### config.mk
export PLATFORM = sky130hd
export DESIGN_NAME = wind_decoder
export DESIGN_NICKNAME = d
export VERILOG_FILES = /design/src/rtl/wind_decoder.sv
export SDC_FILE = /design/constraint.sdc
export NUM_CORES = 1
export LEC_CHECK = 0
export ABC_CLOCK_PERIOD_IN_PS = 4100
export CAP_MARGIN = 20
export CORE_ASPECT_RATIO = 0.6
export CORE_MARGIN = 2
export CORE_UTILIZATION = 25
export CTS_CLUSTER_DIAMETER = 80
export DETAILED_ROUTE_END_ITERATION = 8
export PLACE_DENSITY = 0.42
export REMOVE_ABC_BUFFERS = 1
export SYNTH_ARGS = -nofsm -noshare
export SYNTH_HDL_FRONTEND = slang
export SYNTH_SLANG_ARGS = --single-unit
export TNS_END_PERCENT = 5
### constraint.sdc
create_clock -name clk -period 4.1 [get_ports clk]
set_input_delay 0.82 -clock clk [delete_from_list [all_inputs] [get_ports clk]]
set_output_delay 0.82 -clock clk [all_outputs]
set_load 0.05 [all_outputs]
### src/rtl/wind_decoder.sv
// Receive-side decoder for the hazard_lights frame stream: classifies frame-to-frame
// transitions and reports a locked wind direction once enough consecutive ones agree.
module wind_decoder #(
    parameter int LOCK_COUNT = 2
) (
    input  logic       clk,
    input  logic       reset,
    input  logic       en,
    input  logic [2:0] lights,
    output logic [1:0] wind,
    output logic       locked,
    output logic       err
);

    typedef enum logic [1:0] {
        SEED  = 2'd0,
        TRACK = 2'd1,
        LOCK  = 2'd2
    } state_t;

    localparam logic [3:0] LC      = 4'(LOCK_COUNT);
    localparam logic [1:0] UNKNOWN = 2'b11;

    state_t     r_state, w_state_n;
    logic [2:0] r_prev,  w_prev_n;
    logic [1:0] r_last,  w_last_n;
    logic [3:0] r_run,   w_run_n;
    logic [1:0] r_wind,  w_wind_n;
    logic       r_err,   w_err_n;

    logic [2:0] w_cls;
    logic [3:0] w_run_valid;

    function automatic logic is_legal(input logic [2:0] f);
        return (f == 3'b001) || (f == 3'b010) || (f == 3'b100) || (f == 3'b101);
    endfunction

    // Returns {valid, class}; class 00 calm, 01 right-to-left, 10 left-to-right.
    function automatic logic [2:0] classify(input logic [2:0] p, input logic [2:0] c);
        case ({p, c})
            6'b101_010, 6'b010_101:             return 3'b1_00;
            6'b001_010, 6'b010_100, 6'b100_001: return 3'b1_01;
            6'b100_010, 6'b010_001, 6'b001_100: return 3'b1_10;
            default:                            return 3'b0_00;
        endcase
    endfunction

    assign w_cls = classify(r_prev, lights);

    // run only continues when the class repeats on a live run; it saturates at LOCK_COUNT
    assign w_run_valid = (w_cls[1:0] == r_last && r_run != 4'd0)
                       ? ((r_run >= LC) ? LC : r_run + 4'd1)
                       : 4'd1;

    always_ff @(posedge clk) begin
        if (reset) begin
            r_state <= SEED;
            r_prev  <= 3'b000;
            r_last  <= 2'b00;
            r_run   <= 4'd0;
            r_wind  <= UNKNOWN;
            r_err   <= 1'b0;
        end else begin
            r_state <= w_state_n;
            r_prev  <= w_prev_n;
            r_last  <= w_last_n;
            r_run   <= w_run_n;
            r_wind  <= w_wind_n;
            r_err   <= w_err_n;
        end
    end

    always_comb begin
        w_state_n = r_state;
        w_prev_n  = r_prev;
        w_last_n  = r_last;
        w_run_n   = r_run;
        w_wind_n  = r_wind;
        w_err_n   = 1'b0;
        if (en) begin
            if (!is_legal(lights)) begin
                w_err_n   = 1'b1;
                w_run_n   = 4'd0;
                w_wind_n  = UNKNOWN;
                w_state_n = SEED;
            end else if (r_state == SEED) begin
                w_prev_n  = lights;
                w_state_n = TRACK;
            end else if (!w_cls[2]) begin
                w_err_n   = 1'b1;
                w_run_n   = 4'd0;
                w_wind_n  = UNKNOWN;
                w_prev_n  = lights;
                w_state_n = TRACK;
            end else begin
                w_run_n  = w_run_valid;
                w_last_n = w_cls[1:0];
                w_prev_n = lights;
                if (w_run_valid >= LC) begin
                    w_wind_n  = w_cls[1:0];
                    w_state_n = LOCK;
                end else begin
                    w_wind_n  = UNKNOWN;
                    w_state_n = TRACK;
                end
            end
        end
    end

    assign wind   = r_wind;
    assign locked = (r_state == LOCK);
    assign err    = r_err;

endmodule

==> run_results.csv, run 1 <==
group,metric,value,unit
clock_tree,clkLatencyLatePin,0.24,ns
synthesis,synthAdderAreaFrac,3.93,%
worst_setup_path,startpoint,"lights[0]",
sta,fin_setup_tns,0,ns
global_routing,grt_antenna_before_repair,0,
synthesis,netlist_instances,119,
worst_setup_path,timing.rr.start,"r_prev[2]",
worst_setup_path,arrival,3.09,ns
sta,finalHoldViolations,0,
detailed_routing,avgRoutedWirePerCell,12.2,µm
global_routing,grt_pass1_wl,3530,µm
sta,period_minus_slack,2.92,ns
clock_tree,cts_tree,"done",
cells_and_area,post-route-util,30.6,%
synthesis,yosys.area_share.simple,37.9,%
die,core_area,3660,µm²
clock_tree,clk_path_buf_depth,2,
min_path,min_path_type,"register to register",
global_routing,grt_pass1_vias,739,
global_routing,grt_max_degree,16,
cells_and_area,drive_above_1_share,9.60,%
detailed_routing,viasPerCell,4.80,
power_and_ir_drop,p_leak,0.397,nW
run_status,status,"finished, final reports clean",
min_path,min_path_cells,1,
die,die_w,83.8,µm
synthesis,ys.flop_type,"dfxtp_1",
power_and_ir_drop,p_seq_share,44.6,%
power_and_ir_drop,p_per_area,291,nW/µm²
synthesis,synthDominantCellAreaShare,29.4,%
clock_tree,clkTransAtPathRegs,0.06,ns
synthesis,avgSynthCellArea,8.02,µm²
synthesis,async_reset_ff_share,0,%
global_routing,grtUsageTotal,10.3,%
die,fp.dieArea,4340,µm²
detailed_routing,totalWireLength,2100,µm
clock_tree,cts_hold_buf,0,
placed_design,postPlaceCellArea,1060,µm²
synthesis,synth_compound_area_share,19.8,%
worst_setup_path,end_kind,"register",
detailed_routing,dr.pass1.iters,4,
clock_tree,cts_sinks,14,
clock_tree,cts_buffers,3,
die,rows,17,
sta,setup_ws,1.18,ns
synthesis,synth_edf_count,0,
synthesis,synth_area_leaders,"dfxtp_1 29%, nor2_1 6.3%, a21oi_1 5.2%, nor4bb_1 5.2%, ha_1 3.9%",
detailed_routing,ant_nets,0,
sta,period_share,71.2,%
global_routing,overflow,0,
cells_and_area,layout_common_cells,"16 x nor2_1, 14 x dfxtp_1, 10 x nand2_1, 10 x a21oi_1, 9 x clkdlybuf4s50_1",
min_path,worstHoldStart,"r_run[3]",
synthesis,yosysUniqueCellTypes,39,
synthesis,syn_area,955,µm²
synthesis,yosys_warnings,0,
power_and_ir_drop,switching_share,25.0,%
job,maxCapViolCount,0,
worst_setup_path,crit_type,"input pin to register",
clock_tree,post_cts_resized,0,
cells_and_area,final_area,1120,µm²
sta,rsz0062_at_grt,"no",
power_and_ir_drop,ir_drop,87.9,µV
cells_and_area,num_antenna_cells,0,
worst_setup_path,ff2ff_setup_slack,2.09,ns
sta,skew,0.00254,ns
detailed_routing,drt_iter0_drc,41,
cells_and_area,nNetsFinal,135,
sta,setup_viol,0,
power_and_ir_drop,p_comb_share,14.2,%
synthesis,yosysSeqAreaShare,29.4,%
synthesis,synth_xor_area_share,1.83,%
power_and_ir_drop,p_total,326,µW
power_and_ir_drop,p_int,244,µW
cells_and_area,area_growth,17.3,%
synthesis,synth_seq_cells,14,
sta,tightestPinTransition,0.535,ns
worst_setup_path,reg2reg_depth,6,
cells_and_area,layout_commonest_cell,"nor2_1",
power_and_ir_drop,clkPwrFrac,41.3,%
die,die-height,51.9,µm
detailed_routing,drcViolationCount,0,
clock_tree,root_buffer,"clkbuf_8",
worst_setup_path,crit_required,4.27,ns
detailed_routing,vias,826,
sta,drv_slew,0,
synthesis,synth_area_leader_cell,"dfxtp_1",
placed_design,io_buffers,9,
sta,timing.hold.ws,0.481,ns
placed_design,hpwlAfterDp,1570,µm
cells_and_area,fillers,403,
sta,maxSlewHeadroom,64.2,%
synthesis,synth_top_family_by_area,"simple AND/OR/NAND/NOR gates",
min_path,holdPathEnd,"r_run[3]",
synthesis,synthMuxAreaShare,0,%
clock_tree,post_cts_buffers,0,
sta,max_freq,0.343,GHz
cells_and_area,stdcell_count,172,
power_and_ir_drop,p_sw,81.5,µW
worst_setup_path,r2r-end,"r_state[1]",
placed_design,pre_cts_slack,0.933,ns
clock_tree,htreeDepth,1,
die,io_pins,10,
placed_design,place_inst,168,
die,floorplan.initialDensity,26.1,%
placed_design,routabilityCongestion,0.788,
worst_setup_path,worstPathMaxFanout,13,
worst_setup_path,startpoint_type,"input pin",
state kept, by name, indices dropped and copies added, names as in the netlist:
signal / flops
err: 1
r_last: 2
r_prev: 3
r_state: 2
r_run: 4
wind: 2
critical path, stage by stage:
cell,delay (ns)
clkdlybuf4s50_1,0.76
nor2_1,0.14
xnor2_1,0.32
and3b_1,0.31
nand3_1,0.17
or3_4,0.42
o31ai_4,0.16
synthesized netlist by cell type (all sizes together), types with 3 or more instances:
cell type / number
nand3: 3
a22oi: 3
ha: 3
buf: 5
nor2b: 3
nand3b: 3
o21ai: 3
dfxtp: 14
nor4bb: 5
a21oi: 10
nand2: 10
nor2: 16
nor3: 5
inv: 8
power by group through the flow:
stage	logic (mW)	registers, mW	clock network (mW)
3_5_place_dp	0.0463	0.148	0
2_1_floorplan	0.0252	0.149	0
3_3_place_gp	0.0464	0.148	0
4_1_cts	0.0464	0.145	0.141
5_1_grt	0.0520	0.146	0.146
6_report	0.0462	0.145	0.134
cell type report:
cell class	instances	area [µm²]	area share, %
clock buffer	4	55.1	4.92
timing repair buffer	9	90.1	8.04
multi-input combinational	90	606	54.1
sequential	14	280	25.0
tap	47	58.8	5.25
inverter	8	30.0	2.68
metal layers:
metal | GRT usage [%] | vias to the layer above | wire length (µm)
met1 | 15.0 | 370 | 1150
met4 | 2.42 | 0 | 0
met2 | 15.3 | 18 | 855
met3 | 2.54 | 0 | 88
li1 | - | 438 | -
met5 | 0 | - | 0
how the worst max path moves through the flow:
stage	to	cells past startpoint
5_1_grt	r_run[2]	7
3_3_place_gp	r_run[2]	7
3_5_place_dp	r_run[2]	7
4_1_cts	r_run[2]	7
6_report	r_run[2]	7
2_1_floorplan	r_run[2]	6
cell families (layout without fill, tap and decap cells):
| family | Yosys count | count (layout) |
|---|---|---|
| xor+xnor | 2 | 2 |
| compound gates | 27 | 27 |
| fa+ha+maj | 3 | 3 |
| flops | 14 | 14 |
| simple gates | 58 | 58 |
| buf+inv | 15 | 21 |
Note: power is estimated with default switching activity, not from simulation.
==> run 2, diff against run 1 <==
--- a/config.mk
+++ b/config.mk
@@ -5,14 +5,14 @@
 export SDC_FILE = /design/constraint.sdc
 export NUM_CORES = 1
 export LEC_CHECK = 0
-export ABC_CLOCK_PERIOD_IN_PS = 4100
+export ABC_CLOCK_PERIOD_IN_PS = 2500
 export CAP_MARGIN = 20
 export CORE_ASPECT_RATIO = 0.6
 export CORE_MARGIN = 2
 export CORE_UTILIZATION = 25
 export CTS_CLUSTER_DIAMETER = 80
 export DETAILED_ROUTE_END_ITERATION = 8
-export PLACE_DENSITY = 0.42
+export PLACE_DENSITY = 0.43
 export REMOVE_ABC_BUFFERS = 1
 export SYNTH_ARGS = -nofsm -noshare
 export SYNTH_HDL_FRONTEND = slang
==> constraint.sdc (replaced) <==
create_clock -name clk -period 2.5 [get_ports clk]
set_input_delay 0.5 -clock clk [delete_from_list [all_inputs] [get_ports clk]]
set_output_delay 0.5 -clock clk [all_outputs]
set_load 0.05 [all_outputs]
==> run 2 against run 1 <==
Effect of this change: via count up 5.7%; clock power rose by 63%; die area is the same; cell area up 8.6%; first-iteration DRC count is 4.9% lower; count of clock-buffer cells in the layout unchanged; total power up 69%; final cell count is 7.0% higher; wire length rose by 6.5%; critical path type unchanged; critical endpoint unchanged; largest power group unchanged.
==> run_results.csv, run 2 (synthesized netlist as in run 1, its figures left out) <==
group,metric,value,unit
worst_setup_path,reg2reg_depth,6,
cells_and_area,largest_register,"r_run",
detailed_routing,drt_iter0_drc,39,
placed_design,hpwlAfterDp,1770,µm
cells_and_area,reg_top3,"r_run x4, r_prev x3",
power_and_ir_drop,p_leak,0.456,nW
die,rows,17,
placed_design,routabilityCongestion,0.769,
sta,setup_viol,0,
die,core_area,3660,µm²
global_routing,gr-max-usage-layer,"met1",
global_routing,grtUsageTotal,11.2,%
global_routing,globalRouteMet1Util,17.2,%
cells_and_area,largest_reg_flops,4,
detailed_routing,ant_nets,0,
global_routing,grtUsageMet2,14.0,%
clock_tree,clkLatencyLatePin,0.24,ns
power_and_ir_drop,ir_drop,141,µV
cells_and_area,layout_common_cells,"16 x nor2_1, 14 x dfxtp_1, 12 x buf_4",
detailed_routing,drcViolationCount,0,
worst_setup_path,end_kind,"register",
min_path,min_path_type,"register to register",
run_status,status,"finished, final reports clean",
die,io_pins,10,
worst_setup_path,worstPathMaxFanout,8,
worst_setup_path,crit_type,"input pin to register",
cells_and_area,seq_area,280,µm²
clock_tree,cts_sinks,14,
sta,skew,0.00406,ns
worst_setup_path,crit_required,2.66,ns
die,fp.dieArea,4340,µm²
sta,period_minus_slack,2.37,ns
job,maxCapViolCount,0,
cells_and_area,fillers,391,
sta,tightestPinTransition,0.489,ns
detailed_routing,viasPerCell,4.74,
min_path,holdPathEnd,"r_run[3]",
sta,drv_slew,0,
sta,period_share,94.7,%
sta,finalHoldViolations,0,
detailed_routing,avgRoutedWirePerCell,12.1,µm
clock_tree,clk_path_buf_depth,2,
die,die-height,51.9,µm
worst_setup_path,ff2ff_setup_slack,0.47,ns
power_and_ir_drop,p_per_area,452,nW/µm²
detailed_routing,dr.pass1.iters,4,
detailed_routing,vias,873,
worst_setup_path,arrival,2.53,ns
clock_tree,htreeDepth,1,
cells_and_area,area_growth,27.4,%
sta,max_freq,0.422,GHz
cells_and_area,post-route-util,33.2,%
cells_and_area,multi_input_area,612,µm²
min_path,min_path_cells,1,
die,floorplan.initialDensity,26.1,%
clock_tree,cts_buffers,3,
sta,rsz0062_at_grt,"no",
cells_and_area,layout_commonest_cell,"nor2_1",
clock_tree,clkTransAtPathRegs,0.06,ns
sta,fin_setup_tns,0,ns
global_routing,grt_antenna_before_repair,0,
sta,maxSlewHeadroom,67.3,%
min_path,worstHoldStart,"r_run[3]",
clock_tree,cts_tree,"done",
cells_and_area,drive_above_1_share,18.2,%
placed_design,io_buffers,9,
power_and_ir_drop,p_total,549,µW
worst_setup_path,r2r-end,"r_run[2]",
global_routing,overflow,0,
clock_tree,root_buffer,"clkbuf_8",
worst_setup_path,timing.rr.start,"r_prev[2]",
worst_setup_path,startpoint_type,"input pin",
global_routing,grt_pass1_wl,3710,µm
cells_and_area,nNetsFinal,147,
detailed_routing,totalWireLength,2230,µm
global_routing,grtUsageMet3,3.33,%
clock_tree,post_cts_buffers,0,
global_routing,grt_max_degree,12,
cells_and_area,num_antenna_cells,0,
global_routing,grt_pass1_vias,755,
die,die_w,83.8,µm
==> run 2: per-stage QoR <==
step	cell area [µm²]	hold slack, ns	instances	setup slack, ns
after floorplan	916	0.431	112	0.652
after global placement	1150	0.452	180	-0.110
after detailed placement	1150	0.449	180	-0.0930
after CTS	1210	0.463	184	0.173
after global routing	1220	0.472	184	0.00804
final	1220	0.458	184	0.133
==> run 2: cell type report <==
class	count	share of cell area, %
multi-input cells	90	50.3
well taps	47	4.84
flip-flops and latches	14	23.0
clock buffers	4	4.53
repair buffers	21	14.8
inverters	8	2.47
==> run 2: critical path, stage by stage <==
cell and delay (ns):
clkdlybuf4s50_1 0.55, nor4b_4 0.37, nand3b_2 0.14, a221oi_2 0.29, o22ai_2 0.15, or3_4 0.36
o31ai_4 0.16
==> run 2: what timing repair did <==
action | in CTS | in global routing
setup endpoints to repair | 0 | 1
resized for setup | 0 | 1
hold buffers | 0 | 0
==> run 2: worst max path at each step <==
stage	startpoint	end	slack (ns)	cells after the start
2_1_floorplan	lights[0]	r_run[2]	0.65	6
3_3_place_gp	lights[0]	r_run[1]	-0.11	7
3_5_place_dp	lights[1]	r_state[1]	-0.09	8
4_1_cts	lights[1]	r_state[1]	0.17	8
5_1_grt	lights[2]	r_run[2]	0.008	7
6_report	lights[0]	r_run[2]	0.13	7
==> run 2: metal layers <==
layer	vias up	share of wire, %	wire [µm]
li1	459	-	-
met1	401	59	1310
met2	13	39	872
met3	0	2.4	53
met4	0	0	0
met5	-	0	0
==> run 2: power breakdown <==
part / switching, mW / internal [mW] / total [mW]
sequential: 0.00865 / 0.229 / 0.238
clock: 0.0787 / 0.139 / 0.218
combinational: 0.0482 / 0.0453 / 0.0935
==> run 3, diff against run 2 <==
--- a/config.mk
+++ b/config.mk
@@ -8,7 +8,7 @@
 export ABC_CLOCK_PERIOD_IN_PS = 2500
 export CAP_MARGIN = 20
 export CORE_ASPECT_RATIO = 0.6
-export CORE_MARGIN = 2
+export CORE_MARGIN = 5
 export CORE_UTILIZATION = 25
 export CTS_CLUSTER_DIAMETER = 80
 export DETAILED_ROUTE_END_ITERATION = 8
==> run 3 against run 2 <==
Effect of this change: critical path depth stayed put; cell area shrank 0.51%; utilization decreased by 0.36 points; final cell count did not move; non-clock buffer count stayed put; combinational power decreased by 0.9%; clock power up 2%; via count up 1.3%; total power grew 0.86%; first-iteration DRC count grew 38%; wire length up 0.54%; hold slack better by 0.0076 ns; critical path type unchanged; largest power group unchanged.
==> run_results.csv, run 3 (synthesized netlist as in run 1, its figures left out) <==
group,metric,value,unit
run_status,status,"finished, final reports clean",
clock_tree,post_cts_buffers,0,
die,rows,17,
global_routing,grtUsageTotal,8.81,%
detailed_routing,drcViolationCount,0,
worst_setup_path,end_kind,"register",
global_routing,grt_max_degree,12,
clock_tree,clkLatencyLatePin,0.25,ns
clock_tree,clk_path_buf_depth,2,
clock_tree,cts_buffers,3,
placed_design,io_buffers,9,
cells_and_area,nNetsFinal,147,
sta,timing.hold.ws,0.465,ns
global_routing,grtUsageMet2,10.5,%
power_and_ir_drop,p_sw,140,µW
power_and_ir_drop,switching_share,25.3,%
sta,skew,0.00755,ns
die,floorplan.initialDensity,25.9,%
power_and_ir_drop,p_total,554,µW
power_and_ir_drop,p_comb_share,16.7,%
cells_and_area,post-route-util,32.9,%
placed_design,routabilityCongestion,0.763,
worst_setup_path,crit_type,"input pin to register",
sta,period_share,92.5,%
sta,fin_setup_tns,0,ns
power_and_ir_drop,p_leak,0.454,nW
die,core_area,3680,µm²
cells_and_area,area_growth,26.7,%
clock_tree,cts_hold_buf,0,
power_and_ir_drop,p_seq_share,43.0,%
sta,setup_viol,0,
sta,period_minus_slack,2.31,ns
detailed_routing,vias,884,
worst_setup_path,worstPathMaxFanout,8,
job,maxCapViolCount,0,
global_routing,globalRouteMet1Util,13.7,%
global_routing,gr-max-usage-layer,"met1",
detailed_routing,drt_iter0_drc,54,
detailed_routing,dr.pass1.iters,4,
global_routing,grt_antenna_before_repair,0,
placed_design,hpwlAfterDp,1800,µm
min_path,min_path_type,"register to register",
cells_and_area,layout_common_cells,"16 x nor2_1, 14 x dfxtp_1, 12 x buf_4",
die,io_pins,10,
worst_setup_path,startpoint_type,"input pin",
global_routing,grt_pass1_vias,751,
power_and_ir_drop,ir_drop,128,µV
die,fp.dieArea,5190,µm²
die,die-height,57.9,µm
cells_and_area,largest_register,"r_run",
cells_and_area,fillers,383,
cells_and_area,largest_reg_flops,4,
sta,tightestPinTransition,0.496,ns
cells_and_area,final_area,1210,µm²
sta,max_freq,0.432,GHz
clock_tree,cts_tree,"done",
power_and_ir_drop,p_int,414,µW
global_routing,grt_pass1_wl,3660,µm
placed_design,postPlaceCellArea,1150,µm²
clock_tree,cts_sinks,14,
detailed_routing,ant_nets,0,
cells_and_area,num_antenna_cells,0,
clock_tree,htreeDepth,1,
global_routing,grtUsageMet3,2.59,%
detailed_routing,viasPerCell,4.80,
power_and_ir_drop,clkPwrFrac,40.3,%
cells_and_area,drive_above_1_share,17.5,%
sta,drv_slew,0,
power_and_ir_drop,p_per_area,458,nW/µm²
sta,finalHoldViolations,0,
worst_setup_path,crit_required,2.67,ns
worst_setup_path,arrival,2.49,ns
die,die_w,89.8,µm
clock_tree,root_buffer,"clkbuf_8",
global_routing,overflow,0,
clock_tree,post_cts_resized,0,
sta,rsz0062_at_grt,"no",
cells_and_area,layout_commonest_cell,"nor2_1",
detailed_routing,totalWireLength,2240,µm
cells_and_area,reg_top3,"r_run x4, r_prev x3",
sta,maxSlewHeadroom,66.8,%
detailed_routing,avgRoutedWirePerCell,12.2,µm
clock_tree,clkTransAtPathRegs,0.06,ns
[run 3: area by class of cell]
type	count	area [µm²]	share of cell area, %
well taps	47	58.8	4.86
clock buffers	4	55.1	4.55
repair buffers	21	180	14.9
flip-flops and latches	14	280	23.2
multi-input cells	90	606	50.1
inverters	8	30.0	2.48
[run 3: routing by layer]
layer  share of wire (%)  wire length (µm)
met1                  58              1310
met2                  35               792
met3                 4.7               106
met4                 1.8                40
met5                   0                 0
[run 3: per-stage QoR]
| step | std cells | setup slack, ns |
|---|---|---|
| after floorplan | 112 | 0.652 |
| after global routing | 184 | 0.0631 |
| final | 184 | 0.188 |
| after detailed placement | 180 | -0.0710 |
| after global placement | 180 | -0.0270 |
| after CTS | 184 | 0.192 |
[run 3: worst paths after layout]
path / from / end / slack (ns) / cells after the start
max: lights[0] / r_run[2] / 0.19 / 7
min: r_run[3] / r_run[3] / 0.47 / 1
max reg2reg: r_prev[2] / r_state[1] / 0.45 / 6
min reg2reg: r_run[3] / r_run[3] / 0.47 / 1
[run 3: power by group through the flow]
stage               logic [mW]  clock network, mW  registers (mW)
floorplan               0.0413                  0           0.244
global placement        0.0926                  0           0.243
detailed placement      0.0928                  0           0.243
CTS                     0.0930              0.230           0.238
global route             0.103              0.238           0.239
finish                  0.0927              0.223           0.238
[run 3: critical path, cell delays in order]
cell and delay, ns:
clkdlybuf4s50_1 0.56, nor4b_4 0.37, nand3b_2 0.13, a221oi_2 0.24
o22ai_1 0.16, or3_4 0.37, o31ai_4 0.16
